<file path="config.mk">
export PLATFORM = sky130hd
export DESIGN_NAME = store_byte_serializer
export DESIGN_NICKNAME = d
export VERILOG_FILES = /design/src/rtl/mem_pkg.sv /design/src/rtl/store_lane_select.sv /design/src/rtl/store_byte_serializer.sv
export SDC_FILE = /design/constraint.sdc
export NUM_CORES = 1
export LEC_CHECK = 0
export CAP_MARGIN = 20
export CORE_MARGIN = 1.5
export CORE_UTILIZATION = 40
export DETAILED_ROUTE_END_ITERATION = 7
export PLACE_DENSITY = 0.67
export RECOVER_POWER = 100
export SYNTH_ARGS = -nofsm -noshare
export SYNTH_HDL_FRONTEND = slang
export SYNTH_SLANG_ARGS = --single-unit
</file>
<file path="constraint.sdc">
create_clock -name Clk -period 3.3 [get_ports Clk]
set_clock_uncertainty 0.2 [all_clocks]
set_input_delay 0.33 -clock Clk [delete_from_list [all_inputs] [get_ports Clk]]
set_output_delay 0.33 -clock Clk [all_outputs]
set_load 0.01 [all_outputs]
</file>
<file path="src/rtl/mem_pkg.sv">
// Shared memory-side definitions: store size codes, serializer states
// and the size-to-beat-count helper.
package mem_pkg;

    localparam logic [1:0] SZ_BYTE = 2'b00;
    localparam logic [1:0] SZ_HALF = 2'b01;
    localparam logic [1:0] SZ_WORD = 2'b10;

    typedef enum logic {
        ST_IDLE  = 1'b0,
        ST_WRITE = 1'b1
    } state_e;

    function automatic logic [2:0] beat_count(input logic [1:0] size);
        logic [2:0] n;
        n = 3'd1;
        case (size)
            SZ_HALF: n = 3'd2;
            SZ_WORD: n = 3'd4;
            default: n = 3'd1;
        endcase
        return n;
    endfunction

    function automatic logic size_legal(input logic [1:0] size,
                                        input logic [1:0] addr_lo);
        logic ok;
        ok = 1'b0;
        case (size)
            SZ_BYTE: ok = 1'b1;
            SZ_HALF: ok = ~addr_lo[0];
            SZ_WORD: ok = (addr_lo == 2'b00);
            default: ok = 1'b0;
        endcase
        return ok;
    endfunction

endpackage

</file>
<file path="src/rtl/store_lane_select.sv">
// Picks the big-endian byte for beat k from a left-justified word,
// so beat 0 is always the most-significant byte of the store.
module store_lane_select (
    input  logic [31:0] data_i,
    input  logic [1:0]  beat_i,
    output logic [7:0]  byte_o
);

    always_comb begin
        byte_o = data_i[31:24];
        case (beat_i)
            2'd0: byte_o = data_i[31:24];
            2'd1: byte_o = data_i[23:16];
            2'd2: byte_o = data_i[15:8];
            2'd3: byte_o = data_i[7:0];
            default: byte_o = data_i[31:24];
        endcase
    end

endmodule

</file>
<file path="src/rtl/store_byte_serializer.sv">
// Serializes SB/SH/SW stores big-endian onto a byte-wide memory port,
// stalling the pipeline via Busy until the last beat is acknowledged.
module store_byte_serializer
    import mem_pkg::*;
#(
    parameter int ADDR_WIDTH = 32
) (
    input  logic                  Clk,
    input  logic                  Rst,
    input  logic                  StoreValid,
    output logic                  StoreReady,
    input  logic [ADDR_WIDTH-1:0] StoreAddr,
    input  logic [31:0]           StoreData,
    input  logic [1:0]            StoreSize,
    output logic                  Busy,
    output logic                  StoreDone,
    output logic                  AlignErr,
    output logic [ADDR_WIDTH-1:0] MemAddr,
    output logic [7:0]            MemData,
    output logic                  MemWrite,
    input  logic                  MemAck
);

    state_e                state_q, state_d;
    logic [ADDR_WIDTH-1:0] addr_q, addr_d;
    logic [31:0]           data_q, data_d;
    logic [1:0]            beat_q, beat_d;
    logic [1:0]            last_q, last_d;
    logic [7:0]            byte_q, byte_d;
    logic                  wr_q, wr_d;
    logic                  done_q, done_d;
    logic                  err_q, err_d;

    logic [31:0] aligned;
    logic [31:0] lane_data;
    logic [1:0]  lane_beat;
    logic [7:0]  lane_byte;
    logic [2:0]  n_beats;
    logic        legal;

    // Left-justify so the lane selector never needs the size.
    assign aligned = (StoreSize == SZ_BYTE) ? {StoreData[7:0], 24'h0} :
                     (StoreSize == SZ_HALF) ? {StoreData[15:0], 16'h0} :
                     StoreData;

    assign n_beats = beat_count(StoreSize);
    assign legal   = size_legal(StoreSize, StoreAddr[1:0]);

    // In IDLE the lane looks at the incoming store; in WRITE, the next beat.
    assign lane_data = (state_q == ST_IDLE) ? aligned : data_q;
    assign lane_beat = (state_q == ST_IDLE) ? 2'd0 : beat_q + 2'd1;

    store_lane_select u_lane (
        .data_i (lane_data),
        .beat_i (lane_beat),
        .byte_o (lane_byte)
    );

    always_comb begin
        state_d = state_q;
        addr_d  = addr_q;
        data_d  = data_q;
        beat_d  = beat_q;
        last_d  = last_q;
        byte_d  = byte_q;
        wr_d    = wr_q;
        done_d  = 1'b0;
        err_d   = 1'b0;
        unique case (state_q)
            ST_IDLE: begin
                if (StoreValid) begin
                    if (!legal) begin
                        err_d = 1'b1;
                    end else begin
                        state_d = ST_WRITE;
                        addr_d  = StoreAddr;
                        data_d  = aligned;
                        beat_d  = 2'd0;
                        last_d  = 2'(n_beats - 3'd1);
                        byte_d  = lane_byte;
                        wr_d    = 1'b1;
                    end
                end
            end
            ST_WRITE: begin
                if (MemAck) begin
                    if (beat_q == last_q) begin
                        state_d = ST_IDLE;
                        wr_d    = 1'b0;
                        done_d  = 1'b1;
                    end else begin
                        beat_d = beat_q + 2'd1;
                        addr_d = addr_q + ADDR_WIDTH'(1);
                        byte_d = lane_byte;
                    end
                end
            end
            default: ;
        endcase
    end

    always_ff @(posedge Clk) begin
        if (Rst) begin
            state_q <= ST_IDLE;
            addr_q  <= '0;
            data_q  <= '0;
            beat_q  <= '0;
            last_q  <= '0;
            byte_q  <= '0;
            wr_q    <= 1'b0;
            done_q  <= 1'b0;
            err_q   <= 1'b0;
        end else begin
            state_q <= state_d;
            addr_q  <= addr_d;
            data_q  <= data_d;
            beat_q  <= beat_d;
            last_q  <= last_d;
            byte_q  <= byte_d;
            wr_q    <= wr_d;
            done_q  <= done_d;
            err_q   <= err_d;
        end
    end

    assign Busy       = (state_q == ST_WRITE);
    assign StoreReady = ~Busy;
    assign MemAddr    = addr_q;
    assign MemData    = byte_q;
    assign MemWrite   = wr_q;
    assign StoreDone  = done_q;
    assign AlignErr   = err_q;

endmodule

</file>
==> results of run 1 <==
-- report_power, final --
group	switching [mW]	internal, mW	total [mW]	leakage [nW]
Combinational	0.197	0.197	0.395	1.34
Sequential	0.0460	1.01	1.06	0.650
Clock	0.437	0.300	0.737	0.0981
-- per-stage QoR --
step,cell area (um2),hold WS (ps)
floorplan,4490,229
global placement,5650,237
global route,5820,266
CTS,5840,259
finish,5820,258
detailed placement,5650,244
-- flip-flops by register name (all words and copies together), names as in the netlist --
signal,flops
Busy,1
MemWrite,1
MemAddr,32
data_q,32
beat_q,2
MemData,8
last_q,2
StoreDone,1
AlignErr,1
-- final cells by class --
cell class / count / share of cell area, %
clock buffer: 9 / 2.13
timing repair buffer: 126 / 20.9
multi-input combinational: 426 / 44.8
tap: 140 / 3.01
inverter: 7 / 0.451
sequential: 80 / 27.5
clock inverter: 7 / 1.20
-- kinds of logic (layout without fill, tap and decap cells) --
family	after synthesis	in the layout	share of synthesized area (%)
DFF	80	80	35.6
xor gates and xnor gates	2	2	0.390
muxes	36	36	10.2
buffers and inverters	53	149	6.07
and+or+nand+nor	224	224	24.1
AOI/OAI and AO/OA	158	158	21.9
adders and majority gates	6	6	1.67
-- worst reg2reg max path, delay by kind of cell, from the launching register on --
kind | cells | cell delay [ps]
multiplexers | 1 | 200
AND/OR/NAND/NOR | 3 | 1450
flip-flops | 1 | 460
AO/OA/AOI/OAI | 1 | 90
-- cell usage in the layout, fill, tap and decap left out, types with 3 or more instances in the layout --
cell type,instances
inv_8,4
nand2_1,80
o22ai_1,7
nor2_1,40
nor3_1,16
and2_1,3
clkdlybuf4s50_1,68
nand4_1,13
or3_1,6
clkbuf_2,3
mux2i_1,28
buf_4,9
mux4_2,8
o21ai_0,32
clkbuf_8,9
dlygate4sd3_1,45
inv_1,6
nor4_1,12
nor2b_1,5
o31ai_1,5
a211oi_1,23
a31oi_1,3
a21oi_1,66
nand3_1,32
o2bb2ai_1,3
ha_1,6
dfxtp_1,80
or2_2,4
-- metal layers --
metal,vias to the layer above,track usage [%],routed length [um],part of all wire [%]
met4,0,6.77,168,1.3
li1,2238,-,-,-
met3,13,3.83,885,6.8
met1,2089,31.0,5830,45
met2,167,37.6,6150,47
met5,-,0,0,0
-- worst paths after layout --
kind / slack [ps] / startpoint / to / depth (start not counted)
setup / recovery: 560 / StoreSize[0] / data_q[19] / 9
hold / removal: 260 / data_q[1] / data_q[1] / 2
setup reg to reg: 770 / MemAddr[4] / MemAddr[24] / 5
hold reg to reg: 260 / data_q[1] / data_q[1] / 2
==> impl_metrics.py, run 1 <==
metrics = {
    "outcome": {
        "run_status": "finished, final reports clean",
    },
    "global_route": {
        "grt_start_max_net_pins": 80,
        "grt_pass1_vias": 4307,
        "track_usage_pct": 23.0,
        "antenna_found_initial": 0,
        "grt_pass1_wl_um": 21500,
        "grt_overflow": 0,
    },
    "synthesis": {
        "postSynthAreaPerCell_um2": 8.04,
        "syn_inst": 559,
        "synthesis.nets": 635,
        "synth_common_cells": "dfxtp_1, nand2_1, a21oi_1",
        "async_flop_share_pct": 0,
        "synth_area_leader_cell": "dfxtp_1",
        "mappedNetlistArea_um2": 4490,
        "synth_area_leaders": "dfxtp_1, a21oi_1, nand2_1",
        "ys_types": 55,
        "yosys_warnings": 0,
        "synth_edf_count": 0,
        "synth_flop_cell": "dfxtp_1",
        "netlist.area_leader.share_pct": 35.6,
        "seq_area_frac_synth_pct": 35.6,
        "ys_ff_latch": 80,
    },
    "power": {
        "power.density_nw_per_um2": 375,
        "vdd_drop_max_mv": 0.190,
        "power.total_mw": 2.19,
        "leakagePower_nw": 2.09,
    },
    "sta": {
        "setup_violations": 0,
        "fin_crit_sh_pct": 83.0,
        "layout_min_cycle_time_ps": 2740,
        "worst_pin_slew_ps": 1200,
        "timing.fmax_ghz": 0.365,
        "rsz0062_at_grt": "false",
        "fin_ws_ps": 560,
        "finalHoldViolations": 0,
        "slew_violations": 0,
        "max_slew_margin_pct": 20.3,
        "setup_tns_ps": 0,
    },
    "route": {
        "via_count": 4507,
        "vias_per_cell": 5.67,
        "totalWireLength_um": 13000,
        "dr.pass1.iters": 5,
        "drc": 0,
        "avgRoutedWirePerCell_um": 16.4,
        "drt_iter0_markers": 296,
        "antenna_left": 0,
    },
    "clocking": {
        "cts_sinks": 80,
        "clkLatencyLatePin_ps": 370,
        "htreeDepth": 3,
        "clock_path_buffers": 2,
        "postCtsSetupBuffers": 0,
        "clk_pin_slew_worst_paths_ps": 100,
        "cts_tree": "done",
        "cts_resized": 0,
        "postCtsHoldBufs": 0,
        "cts_root_buf": "clkbuf_8",
        "cts_made_buffers": 9,
    },
    "cells_and_area": {
        "final_util_pct": 53.5,
        "diodes": 0,
        "fin_nets": 726,
        "register_area_um2": 1600,
        "drive_above_1_share_pct": 7.02,
        "fillers": 1056,
        "multi_input_area_um2": 2610,
        "syn_to_final_growth_pct": 29.6,
        "final_cells": 795,
    },
    "critical_path": {
        "crit_buf_inv": 3,
        "cp-start-kind": "input port",
        "worstPathCellList": "clkdlybuf4s50_1 -> inv_1 -> ha_1 -> nor2_1 -> a2111o_1 -> clkbuf_2 -> nor3_1 -> a21oi_1 -> nor2_1",
        "crit_arrival_ps": 2770,
        "crit_fanout": 43,
        "cp-end-kind": "flip-flop",
        "worstPathRequired_ps": 3330,
        "max_stage_delay_ps": 650,
        "crit_type": "input port to flip-flop",
        "crit_family": "buffers and inverters",
        "cpMaxStageDelayCell": "clkbuf_2",
        "path_common_cell": "nor2_1",
    },
    "placement": {
        "gp_congestion": 0.829,
        "port_buffers": 114,
        "place_ws_ps": 466,
        "placed_cells": 779,
        "hpwl_um": 8950,
    },
    "die": {
        "core_um2": 10900,
        "start_util_pct": 41.3,
        "die_w_um": 109,
        "dieArea_um2": 11900,
        "num_rows": 38,
        "die_h_um": 109,
        "io_pins": 115,
    },
    "hold_path": {
        "holdCritPathClass": "flip-flop to flip-flop",
    },
    "job": {
        "cap_violations": 0,
    },
}
Power figures use the tool's default switching activity.
==> run 2: changes to the inputs <==
Settings changed: PLACE_DENSITY 0.67 to 0.7.
Clock period 3.3 ns to 2.4 ns, I/O delays scaled along.
==> run 2 against run 1 <==
Design area grew 4.9%. Flip-flop and latch count is the same. Final cell count is 2.8% higher. First-iteration DRC count down 16%. Die area is the same. Sequential power up 36%. Utilization increased by 2.6 points. Hold slack got worse by 160 ps. Count of clock-buffer cells in the layout unchanged. Clock power rose by 70%.
==> impl_metrics.py, run 2 (synthesis gave the netlist of run 1 again) <==
metrics = {
    "sta": {
        "finalHoldViolations": 0,
        "max_slew_margin_pct": 64.3,
        "setup_tns_ps": 0,
        "worst_pin_slew_ps": 533,
        "fin_crit_sh_pct": 95.9,
        "timing.fmax_ghz": 0.434,
        "fin_ws_ps": 98.2,
        "slew_violations": 0,
        "layout_min_cycle_time_ps": 2300,
        "rsz0062_at_grt": "false",
        "setup_violations": 0,
    },
    "clocking": {
        "postCtsSetupBuffers": 0,
        "clock_path_buffers": 2,
        "cts_sinks": 80,
        "htreeDepth": 3,
        "clk_pin_slew_worst_paths_ps": 90,
        "clkLatencyLatePin_ps": 360,
        "cts_tree": "done",
        "cts_resized": 0,
        "postCtsHoldBufs": 0,
        "cts_root_buf": "clkbuf_8",
        "cts_made_buffers": 9,
    },
    "critical_path": {
        "cp-endpoint": "StoreReady",
        "reg2reg_from": "MemAddr[0]",
        "crit_arrival_ps": 1860,
        "crit_type": "flip-flop to primary output",
        "r2r_slack_ps": 220,
        "crit_fanout": 62,
        "worstRegToRegCells": 5,
        "cp-end-kind": "primary output",
        "reg2reg_to": "MemAddr[23]",
        "worstPathRequired_ps": 1960,
        "cp-start-kind": "flip-flop",
        "startpoint": "Busy",
    },
    "placement": {
        "gp_congestion": 0.904,
        "hpwl_um": 9570,
        "dpl_cell_area_um2": 5880,
        "place_ws_ps": -217,
        "port_buffers": 114,
    },
    "cells_and_area": {
        "layout_commonest_cell": "nand2_1",
        "final_cell_mix": "nand2_1, dfxtp_1, clkdlybuf4s50_1",
        "register_area_um2": 1600,
        "syn_to_final_growth_pct": 36.0,
        "diodes": 0,
        "multi_input_area_um2": 2620,
        "final_util_pct": 56.1,
        "design_area_um2": 6110,
        "fin_nets": 748,
        "drive_above_1_share_pct": 9.90,
        "fillers": 1023,
    },
    "global_route": {
        "grt_pass1_vias": 4403,
        "track_usage_pct": 23.1,
        "antenna_found_initial": 0,
        "grt_pass1_wl_um": 21500,
        "grt_start_max_net_pins": 63,
        "grt_overflow": 0,
    },
    "die": {
        "start_util_pct": 41.3,
        "core_um2": 10900,
        "num_rows": 38,
        "dieArea_um2": 11900,
        "die_w_um": 109,
        "die_h_um": 109,
        "io_pins": 115,
    },
    "power": {
        "leakagePower_nw": 2.24,
        "vdd_drop_max_mv": 0.247,
        "power.total_mw": 3.28,
        "power.density_nw_per_um2": 538,
    },
    "route": {
        "totalWireLength_um": 13200,
        "dr.pass1.iters": 5,
        "vias_per_cell": 5.72,
        "antenna_left": 0,
        "drt_iter0_markers": 250,
        "via_count": 4671,
        "avgRoutedWirePerCell_um": 16.2,
        "drc": 0,
    },
    "job": {
        "cap_violations": 0,
    },
    "outcome": {
        "run_status": "finished, final reports clean",
    },
    "hold_path": {
        "holdCritPathClass": "input port to flip-flop",
    },
}
[run 2: cell types whose count changed in the layout (fill, tap and decap cells not counted), moves of 3 or more]
cell       change
bufinv_16      +3
inv_8          -3
buf_4         +16
buf_12         +5
clkbuf_1       +3
[run 2: where the power goes]
part | internal (mW) | switching (mW) | total (mW)
logic | 0.300 | 0.288 | 0.588
registers | 1.39 | 0.0564 | 1.44
clock network | 0.706 | 0.547 | 1.25
total | 2.39 | 0.891 | 3.28
[run 2: routing by layer]
metal,share of wire [%],global-route usage (%),vias up
met3,7.8,4.30,29
met5,0,0,-
met4,2.4,7.80,0
met1,44,30.8,2146
li1,-,-,2279
met2,46,37.6,217
[run 2: per-stage QoR]
step                      hold WS, ps  std cells
after detailed placement          242        801
after floorplan                   192        559
after global placement            235        801
after CTS                        75.6        817
after global routing             81.8        817
final                            93.7        817
[run 2: cell type report]
class | count | area share [%]
clock buffer | 9 | 2.03
clock inverter | 7 | 2.07
inverter | 7 | 0.430
multi-input combinational | 426 | 42.8
sequential | 80 | 26.2
tap | 140 | 2.87
timing repair buffer | 148 | 23.6
[run 2: worst max-delay path: stages (launching register included)]
cell,delay [ps]
dfxtp_2,350
buf_12,190
inv_1,330
clkdlybuf4s50_1,620
[run 2: worst min-delay path by stage]
stage / startpoint / end / slack [ps] / cells past startpoint
after floorplan: StoreData[0] / data_q[0] / 190 / 2
after global placement: data_q[3] / data_q[3] / 240 / 2
after detailed placement: data_q[3] / data_q[3] / 240 / 2
after CTS: Rst / StoreDone / 80 / 2
after global routing: Rst / MemWrite / 80 / 2
final: Rst / MemWrite / 90 / 2
